### config.mk
export PLATFORM = sky130hd
export DESIGN_NAME = dt_pack_flat
export DESIGN_NICKNAME = d
export VERILOG_FILES = /design/src/rtl/dt_pack_if.sv /design/src/rtl/dt_pack.sv /design/src/flat_wrapper.sv
export SDC_FILE = /design/constraint.sdc
export NUM_CORES = 1
export LEC_CHECK = 0
export ABC_AREA = 1
export CORE_MARGIN = 8
export CORE_UTILIZATION = 28
export CTS_BUF_LIST = sky130_fd_sc_hd__clkbuf_8
export CTS_CLUSTER_SIZE = 40
export DETAILED_ROUTE_END_ITERATION = 8
export PLACE_DENSITY = 0.52
export SYNTH_ARGS = -nofsm -noshare
export SYNTH_HDL_FRONTEND = slang
export SYNTH_SLANG_ARGS = --single-unit
### constraint.sdc
create_clock -name clk -period 2.2 [get_ports clk]
set_input_delay 0.33 -clock clk [delete_from_list [all_inputs] [get_ports clk]]
set_output_delay 0.33 -clock clk [all_outputs]
set_load 0.03 [all_outputs]
### src/rtl/dt_pack_if.sv
// Memory-side bus of dt_pack: result-map read port and packed-image write port.
// master = packer side, slave = memory side.
interface dt_pack_if #(
   parameter int PIX_W = 8
);
   logic             res_rd;
   logic [13:0]      res_addr;
   logic [PIX_W-1:0] res_di;
   logic             sti_wr;
   logic [9:0]       sti_addr;
   logic [15:0]      sti_do;

   modport master (
      output res_rd, res_addr, sti_wr, sti_addr, sti_do,
      input  res_di
   );

   modport slave (
      input  res_rd, res_addr, sti_wr, sti_addr, sti_do,
      output res_di
   );
endinterface

### src/rtl/dt_pack.sv
// Thresholds the 8-bit result map and packs 16 pixels MSB-first per 16-bit word.
// Optional object-pixel counter on obj_cnt when DT_PACK_CNT_EN is defined.
module dt_pack #(
   parameter int PIX_W     = 8,
   parameter int IMG_WORDS = 1024
) (
   input  logic             clk,
   input  logic             reset,
   input  logic             start,
   input  logic [PIX_W-1:0] thr,
   output logic             busy,
   output logic             done,
   dt_pack_if.master        bus
`ifdef DT_PACK_CNT_EN
   ,
   output logic [14:0]      obj_cnt
`endif
);

   localparam logic [1:0] IDLE  = 2'd0;
   localparam logic [1:0] READ  = 2'd1;
   localparam logic [1:0] WRITE = 2'd2;
   localparam logic [1:0] DONE  = 2'd3;

   logic [1:0]       state_q,    state_d;
   logic [PIX_W-1:0] thr_q,      thr_d;
   logic [13:0]      pix_cnt_q,  pix_cnt_d;
   logic [9:0]       word_cnt_q, word_cnt_d;
   logic [15:0]      shreg_q,    shreg_d;
   logic             pix_bit;

`ifdef DT_PACK_CNT_EN
   logic [14:0]      obj_cnt_q,  obj_cnt_d;
   assign obj_cnt = obj_cnt_q;
`endif

   assign pix_bit = (bus.res_di > thr_q);

   assign busy         = (state_q != IDLE);
   assign done         = (state_q == DONE);
   assign bus.res_rd   = (state_q == READ);
   assign bus.res_addr = (state_q == READ)  ? pix_cnt_q  : 14'd0;
   assign bus.sti_wr   = (state_q == WRITE);
   assign bus.sti_addr = (state_q == WRITE) ? word_cnt_q : 10'd0;
   assign bus.sti_do   = (state_q == WRITE) ? shreg_q    : 16'd0;

   always_comb begin
      state_d    = state_q;
      thr_d      = thr_q;
      pix_cnt_d  = pix_cnt_q;
      word_cnt_d = word_cnt_q;
      shreg_d    = shreg_q;
`ifdef DT_PACK_CNT_EN
      obj_cnt_d  = obj_cnt_q;
`endif
      case (state_q)
         IDLE: begin
            if (start) begin
               thr_d      = thr;
               pix_cnt_d  = 14'd0;
               word_cnt_d = 10'd0;
               shreg_d    = 16'd0;
`ifdef DT_PACK_CNT_EN
               obj_cnt_d  = 15'd0;
`endif
               state_d    = READ;
            end
         end
         READ: begin
            // Earlier pixels shift toward the MSB, so pixel k of a word ends in bit 15-k.
            shreg_d   = {shreg_q[14:0], pix_bit};
            pix_cnt_d = pix_cnt_q + 14'd1;
`ifdef DT_PACK_CNT_EN
            obj_cnt_d = obj_cnt_q + {14'd0, pix_bit};
`endif
            if (pix_cnt_q[3:0] == 4'hF) begin
               state_d = WRITE;
            end
         end
         WRITE: begin
            word_cnt_d = word_cnt_q + 10'd1;
            if (word_cnt_q == 10'(IMG_WORDS - 1)) begin
               state_d = DONE;
            end else begin
               state_d = READ;
            end
         end
         DONE: begin
            state_d = IDLE;
         end
         default: begin
            state_d = IDLE;
         end
      endcase
   end

   always_ff @(posedge clk) begin
      if (reset) begin
         state_q    <= IDLE;
         thr_q      <= '0;
         pix_cnt_q  <= 14'd0;
         word_cnt_q <= 10'd0;
         shreg_q    <= 16'd0;
`ifdef DT_PACK_CNT_EN
         obj_cnt_q  <= 15'd0;
`endif
      end else begin
         state_q    <= state_d;
         thr_q      <= thr_d;
         pix_cnt_q  <= pix_cnt_d;
         word_cnt_q <= word_cnt_d;
         shreg_q    <= shreg_d;
`ifdef DT_PACK_CNT_EN
         obj_cnt_q  <= obj_cnt_d;
`endif
      end
   end

endmodule

### src/flat_wrapper.sv
// flat-port wrapper written by rule: the top's interface ports become plain ports
module dt_pack_flat 
#(
   parameter int PIX_W     = 8,
   parameter int IMG_WORDS = 1024
)
  (clk, reset, start, thr, busy, done, bus_res_rd, bus_res_addr, bus_sti_wr, bus_sti_addr, bus_sti_do, bus_res_di);
  dt_pack_if #(.PIX_W(PIX_W)) bus_i ();
  input  logic clk;
  input  logic reset;
  input  logic start;
  input  logic [PIX_W-1:0] thr;
  output logic busy;
  output logic done;
  output wire logic [$bits(bus_i.res_rd)-1:0] bus_res_rd;
  output wire logic [$bits(bus_i.res_addr)-1:0] bus_res_addr;
  output wire logic [$bits(bus_i.sti_wr)-1:0] bus_sti_wr;
  output wire logic [$bits(bus_i.sti_addr)-1:0] bus_sti_addr;
  output wire logic [$bits(bus_i.sti_do)-1:0] bus_sti_do;
  input wire logic [$bits(bus_i.res_di)-1:0] bus_res_di;
  assign bus_res_rd = bus_i.res_rd;
  assign bus_res_addr = bus_i.res_addr;
  assign bus_sti_wr = bus_i.sti_wr;
  assign bus_sti_addr = bus_i.sti_addr;
  assign bus_sti_do = bus_i.sti_do;
  assign bus_i.res_di = bus_res_di;
  dt_pack #(.PIX_W(PIX_W), .IMG_WORDS(IMG_WORDS)) u_core (.clk(clk), .reset(reset), .start(start), .thr(thr), .busy(busy), .done(done), .bus(bus_i));
endmodule
# After elaboration in Yosys (flattened, before gate mapping)
# Index checks and enable logic that the tools add are counted.
# Widths: inputs -> output; s select.
[totals]
out_inout_bits = 44
elab_cells = 36
regBits = 50
[op_classes]
n_lt_le_gt_ge = 1
muxes = 13
n_eq_ne = 7
add_sub_neg = 2
reduce_logical = 8
[op_table]
columns = ["cell", "n"]
rows = [
  ["$mux 16", 2],
  ["$pmux 16 s2", 1],
  ["$mux 14", 2],
  ["$pmux 14 s2", 1],
  ["$mux 10", 2],
  ["$pmux 10 s2", 1],
  ["$add 14x1->14 const B", 1],
  ["$add 10x1->10 const B", 1],
  ["$eq 10x10->1 const B", 1],
  ["$gt 8x8->1", 1],
  ["$pmux 2 s4", 1],
  ["$reduce_and 2->1", 4],
  ["$mux 2", 3],
  ["$reduce_bool 2->1", 3],
  ["$eq 2x2->1 const B", 2],
  ["$eq 4x4->1 const B", 1],
  ["$eq 2x1->1 const B", 1],
  ["$logic_not 2->1", 1],
  ["$ne 2x1->1 const B", 1],
  ["$ne 2x2->1 const B", 1],
]

# Logic depth before layout (Yosys ltp)
# Gate-level depths: netlist (run 1).
[depth]
ltp_word = 3
mapped_depth = 11
depth_no_buf = 11

# Worst setup path after synthesis (run 1)
# Ideal clock, no wire load.
[synth_path]
path_kind = "register to output"
from = "reg u_core.state_q[1]"
to = "out bus_res_addr[10]"
required_ns = 1.870
arrival_time_ns = 1.182
path_stages_with_launch = 6
path_buffers = 2
slack_ns = 0.688
cell_sequence = "dfxtp_1 -> inv_1 -> nand2_1 -> buf_2 -> buf_2 -> nor2_1"
[synth_between]
elab_chain_cells = 2
[synth_lines]
columns = ["item", "line", "text"]
rows = [
  ["from (decl)", "dt_pack.sv:25", "logic [1:0] state_q, state_d;"],
  ["from (signal assigned)", "dt_pack.sv:108", "state_q <= state_d;"],
  ["$eq 2x1->1", "dt_pack.sv:42", "assign bus.res_addr = (state_q == READ) ? pix_cnt_q : 14'd0;"],
  ["$mux 14", "dt_pack.sv:42", ""],
  ["to (decl)", "flat_wrapper.sv:16", "output wire logic [$bits(bus_i.res_addr)-1:0] bus_res_addr;"],
]
# No other way between the ends.

# Final worst setup path (run 1)
[layout_path]
from = "reg u_core.state_q[1]"
to = "out bus_res_addr[11]"
# The elaborated chain is that of the path after synthesis.

==> flow_summary_export.csv, run 1 <==
group,metric,value,unit
status,status,"completed",
hold_path,min_from,"u_core.thr_q[2]$_SDFFE_PP0P_",
routing,viasPerCell,4.37,
critical_path,r2r_cells,7,
global_route,grt_pass1_wl,11800,microns
clock_network,clkSinkCount,50,
critical_path,crit_path_max_incr_delay,0.68,ns
floorplan,rows,36,
yosys,postSynthAreaPerCell,6.44,sq um
place,portBuffers,62,
yosys,synth.cell_area,2710,sq um
finish,syn_to_final_growth,30.9,%
clock_network,clock_latency,0.31,ns
yosys,yosysSeqAreaShare,0.370,
hold_path,min_delay_path_depth,2,
floorplan,die_w,114,microns
timing,relSlewSlack,0.685,
timing,finalClockSkew,0.0123,ns
critical_path,path_cells,"inv_1 -> nand2_1 -> buf_12 -> nor2_1 -> clkdlybuf4s50_1",
timing,setup_violations,0,
clock_network,cts_made_buffers,5,
floorplan,die_y,114,microns
clock_network,root_buffer,"clkbuf_8",
clock_network,cts_hold_buf,0,
yosys,synth_nets,449,
yosys,synth_top_area_frac,0.370,
clock_network,post_cts_buffers,0,
routing,remaining_drc_errors,0,
job,maxCapViolCount,0,
critical_path,worstReg2RegEnd,"u_core.word_cnt_q[9]$_SDFFE_PP0P_",
yosys,ys_ff_latch,50,
routing,ant_nets,0,
timing,max_freq,476,MHz
global_route,grt-ovfl-total,0,
finish,fin_cells,614,
floorplan,io_pins,63,
power_and_ir_drop,peakVddDrop,0.000277,V
yosys,yosysTopAreaCell,"dfxtp_1",
place,gp_congestion,0.778,
clock_network,tritoncts,"built",
power_and_ir_drop,p_per_area,552,nW/um^2
clock_network,clock_path_buffers,2,
finish,nets,509,
routing,num_vias,2683,
yosys,ys_types,28,
timing,grt_setup_unrepaired,"true",
hold_path,worst_hold_path_type,"register to register",
yosys,ys_warn_count,0,
critical_path,critPathLaunchType,"register",
critical_path,cp_max_fo,20,
routing,initialDrtViolationCount,108,
routing,firstDrtPassIters,4,
critical_path,critPathKind,"register to primary output",
finish,post-route-util,0.369,
yosys,syn_inst,420,
critical_path,crit_path_end_kind,"primary output",
critical_path,reg2reg_setup_slack,0.63,ns
critical_path,regToRegStartpoint,"u_core.state_q[1]$_SDFFE_PP0P_",
global_route,antenna_found_initial,0,
critical_path,slowest_stage,"clkdlybuf4s50_1",
timing,layout_min_cycle_time,2.10,ns
global_route,grt_pass1_vias,2558,
hold_path,holdPathEnd,"u_core.thr_q[2]$_SDFFE_PP0P_",
critical_path,cp.arrival,1.77,ns
floorplan,core,9590,sq um
power_and_ir_drop,leakage,0.00133,uW
floorplan,start_util,0.282,
floorplan,die-area,13100,sq um
timing,post-route-period-util,0.955,
power_and_ir_drop,finalPower,1960,uW
routing,wirelength,7140,microns
finish,antenna_cells,0,
timing,hold_viol_final,0,
place,placed_cells,606,
timing,fin_setup_tns,0,ns
finish,fillers,1047,
global_route,grt_max_degree,29,
finish,final_cell_mix,"nand2_1 (107), nor2_1 (65), inv_1 (61), dfxtp_1 (50), a21oi_1 (45)",
finish,final_common_cell,"nand2_1",
routing,wl_per_cell,11.6,microns
timing,max_slew.worst_pin.slew,0.471,ns
place,dp_hpwl,5240,microns
critical_path,cp_data_required_time,1.87,ns
timing,slew_violations,0,
finish,layout-drive-gt1-share,0.116,
clock_network,htree_levels,2,
global_route,grt_usage,0.110,
clock_network,clkSlewWorstSetupHoldPaths,0.09,ns
yosys,synth_area_leaders,"dfxtp_1 (37%), nand2_1 (15%), nor2_1 (9.0%)",
registers in the layout, indices dropped and copies added (netlist names):
| name | cells |
|---|---|
| u_core.pix_cnt_q | 14 |
| u_core.word_cnt_q | 10 |
| u_core.shreg_q | 16 |
| u_core.thr_q | 8 |
| u_core.state_q | 2 |
routing by layer:
layer,GRT usage,up-vias,wire length [microns]
li1,-,1434,-
met1,0.134,1192,3420
met2,0.186,53,3310
met3,0.0285,4,350
met4,0.0293,0,63
met5,0,-,0
worst max-delay path: cells and delay by family, from the launching register on:
| kind | cells | cell delay (ns) |
|---|---|---|
| buffers and inverters | 3 | 0.92 |
| DFF | 1 | 0.34 |
| and+or+nand+nor | 2 | 0.20 |
kinds of logic after synthesis:
| group | count (synthesis) | synth area share |
|---|---|---|
| adder cells (fa/ha/maj) | 10 | 0.0462 |
| flip-flops | 50 | 0.370 |
| buffers and inverters | 81 | 0.127 |
| AND/OR/NAND/NOR | 204 | 0.313 |
| AO/OA/AOI/OAI | 75 | 0.144 |
through the flow:
step / worst slack (ns) / area, sq um / hold WS (ns)
6_report: 0.0993 / 3540 / 0.463
4_1_cts: 0.0587 / 3530 / 0.468
2_1_floorplan: 0.688 / 2710 / 0.433
5_1_grt: -0.0154 / 3540 / 0.494
3_5_place_dp: 0.415 / 3420 / 0.453
3_3_place_gp: 0.429 / 3420 / 0.443
area by class of cell:
type	count	area (sq um)	area share
repair buffers	70	656	0.185
inverters	64	240	0.0678
clock buffers	5	68.8	0.0194
clock inverters	3	47.5	0.0134
flip-flops and latches	50	1000	0.283
multi-input cells	289	1360	0.385
well taps	133	166	0.0470
worst max-delay path by stage:
stage               slack [ns]  cells after the start                           start          endpoint
finish                     0.1                      5  u_core.state_q[1]$_SDFFE_PP0P_  bus_res_addr[11]
global placement          0.43                      5  u_core.state_q[1]$_SDFFE_PP0P_  bus_res_addr[11]
global route             -0.02                      5  u_core.state_q[1]$_SDFFE_PP0P_   bus_sti_addr[6]
CTS                       0.06                      5  u_core.state_q[1]$_SDFFE_PP0P_  bus_res_addr[12]
floorplan                 0.69                      5  u_core.state_q[1]$_SDFFE_PP0P_  bus_res_addr[10]
detailed placement        0.42                      5  u_core.state_q[1]$_SDFFE_PP0P_  bus_res_addr[12]
synthesized netlist by cell type:
cell,count
a21o_1,1
o21ai_0,24
buf_2,7
a21oi_1,45
nor2_1,65
nand3_1,14
nand3b_1,1
nand2_1,107
ha_1,10
nand3_2,1
nor2_2,3
o21ai_1,1
inv_1,61
inv_2,3
a22oi_1,1
buf_4,2
nand4_1,3
dfxtp_1,50
nor2_4,1
nor3_1,6
nor3_2,1
nand2_2,1
clkbuf_1,3
nor2_8,1
a21oi_2,1
buf_1,2
buf_6,3
o211ai_1,2
power by group:
| group | total, uW | internal (uW) | switching [uW] |
|---|---|---|---|
| clock network | 685 | 348 | 338 |
| logic | 330 | 124 | 206 |
| registers | 941 | 929 | 12.1 |
| total | 1960 | 1400 | 555 |
repair_timing:
item | in CTS | in global routing
setup endpoints to repair | 0 | 7
hold endpoints to repair | 0 | 0
gates resized for setup | 0 | 3
(Power assumes the default switching activity.)
==> run 2: changes to the inputs <==
CAP_MARGIN = 25   (was unset)
SETUP_SLACK_MARGIN = 0.15   (was unset)
==> flow_summary_export.csv, run 2 (same netlist as run 1, synthesis figures left out) <==
group,metric,value,unit
finish,fillers,1049,
critical_path,critPathLaunchType,"register",
finish,final-seq-area,1000,sq um
finish,regMostFlops,"u_core.shreg_q",
global_route,grt-ovfl-total,0,
global_route,grt_max_degree,29,
routing,firstDrtPassIters,4,
clock_network,clkSlewWorstSetupHoldPaths,0.10,ns
clock_network,htree_levels,2,
finish,final_cell_mix,"nand2_1 (107), nor2_1 (65), inv_1 (61), dfxtp_1 (50), a21oi_1 (45)",
finish,layout-drive-gt1-share,0.116,
timing,grt_setup_unrepaired,"false",
floorplan,rows,36,
finish,syn_to_final_growth,30.2,%
power_and_ir_drop,p_per_area,556,nW/um^2
critical_path,crit_path_end_kind,"primary output",
hold_path,worst_hold_path_type,"register to register",
routing,wirelength,7140,microns
finish,nets,509,
critical_path,worstReg2RegEnd,"u_core.pix_cnt_q[11]$_SDFFE_PP0P_",
finish,multiInputGateArea,1370,sq um
power_and_ir_drop,leakage,0.00135,uW
clock_network,cts_hold_buf,0,
global_route,grt_pass1_vias,2558,
place,portBuffers,62,
global_route,grt_usage,0.110,
critical_path,cp.arrival,1.60,ns
floorplan,die-area,13100,sq um
status,status,"completed",
global_route,grt_pass1_wl,11800,microns
critical_path,regToRegStartpoint,"u_core.state_q[1]$_SDFFE_PP0P_",
place,gp_congestion,0.778,
critical_path,reg2reg_setup_slack,0.63,ns
routing,wl_per_cell,11.6,microns
clock_network,clock_latency,0.31,ns
critical_path,critPathKind,"register to primary output",
clock_network,cts_made_buffers,5,
clock_network,post_cts_buffers,0,
timing,fin_hold_ws,0.463,ns
critical_path,crit_start,"u_core.state_q[0]$_SDFFE_PP0P_",
routing,remaining_drc_errors,0,
clock_network,clock_path_buffers,2,
timing,post-route-period-util,0.875,
finish,largest_reg_flops,16,
timing,hold_viol_final,0,
critical_path,cp_data_required_time,1.87,ns
routing,ant_nets,0,
clock_network,clkSinkCount,50,
critical_path,r2r_cells,9,
finish,final_common_cell,"nand2_1",
floorplan,io_pins,63,
critical_path,path_cells,"nor2_1 -> inv_1 -> clkdlybuf4s50_1",
timing,finalClockSkew,0.0118,ns
finish,antenna_cells,0,
clock_network,root_buffer,"clkbuf_8",
floorplan,die_y,114,microns
critical_path,slowest_stage,"clkdlybuf4s50_1",
timing,relSlewSlack,0.724,
finish,post-route-util,0.367,
timing,max_freq,519,MHz
timing,fin_setup_tns,0,ns
floorplan,die_w,114,microns
job,maxCapViolCount,0,
clock_network,tritoncts,"built",
critical_path,cp_top_family,"buffers and inverters",
global_route,antenna_found_initial,0,
timing,setup_violations,0,
routing,num_vias,2690,
power_and_ir_drop,peakVddDrop,0.000278,V
place,dp_hpwl,5240,microns
routing,viasPerCell,4.38,
floorplan,core,9590,sq um
finish,reg.largest.list,"u_core.shreg_q (16), u_core.pix_cnt_q (14), u_core.word_cnt_q (10)",
routing,initialDrtViolationCount,99,
hold_path,min_from,"u_core.thr_q[2]$_SDFFE_PP0P_",
critical_path,cp_max_fo,4,
hold_path,holdPathEnd,"u_core.thr_q[2]$_SDFFE_PP0P_",
floorplan,start_util,0.282,
critical_path,crit_path_max_incr_delay,0.68,ns
critical_path,path_buf_inv,2,
timing,layout_min_cycle_time,1.93,ns
timing,slew_violations,0,
hold_path,min_delay_path_depth,2,
timing,max_slew.worst_pin.slew,0.414,ns
==> run 2: worst min-delay path: stages, from the launching register on <==
cell and delay, ns:
dfxtp_1 0.31, inv_1 0.06, a21oi_1 0.06
==> run 2: area by class of cell <==
type                       count  share of cell area
timing repair buffer          70               0.179
inverter                      64              0.0689
clock buffer                   5              0.0195
sequential                    50               0.284
multi-input combinational    289               0.388
tap                          133              0.0472
clock inverter                 3              0.0135
==> run 2: what timing repair did <==
| item | CTS | global route |
|---|---|---|
| endpoints found under the hold margin | 0 | 0 |
| resized for setup | 15 | 1 |
| pin swaps | 0 | 0 |
| endpoints found under the setup margin | 19 | 24 |
| gates cloned | 0 | 0 |
==> run 2: worst max-delay path by stage <==
stage,slack [ns],cells after the start,endpoint
global route,0.22,3,busy
floorplan,0.69,5,bus_res_addr[10]
finish,0.27,3,busy
global placement,0.43,5,bus_res_addr[11]
detailed placement,0.42,5,bus_res_addr[12]
CTS,0.19,5,bus_sti_addr[6]
==> run 2: layer usage <==
metal,vias up,track usage,wire (microns)
li1,1438,-,-
met1,1195,0.134,3410
met2,53,0.186,3310
met3,4,0.0285,350
met4,0,0.0293,63
met5,-,0,0
==> run 2: per-stage QoR <==
| step | power [uW] | worst slack [ns] | std cells | area [sq um] |
|---|---|---|---|---|
| after floorplan | 1190 | 0.688 | 420 | 2710 |
| after global placement | 1300 | 0.429 | 606 | 3420 |
| after detailed placement | 1300 | 0.415 | 606 | 3420 |
| after CTS | 1990 | 0.192 | 614 | 3520 |
| after global routing | 2070 | 0.220 | 614 | 3520 |
| final | 1960 | 0.275 | 614 | 3520 |
==> run 2: report_power, final <==
part / switching (uW) / total (uW) / internal [uW]
sequential: 13.0 / 942 / 929
clock: 339 / 686 / 348
combinational: 207 / 331 / 124
total: 558 / 1960 / 1400
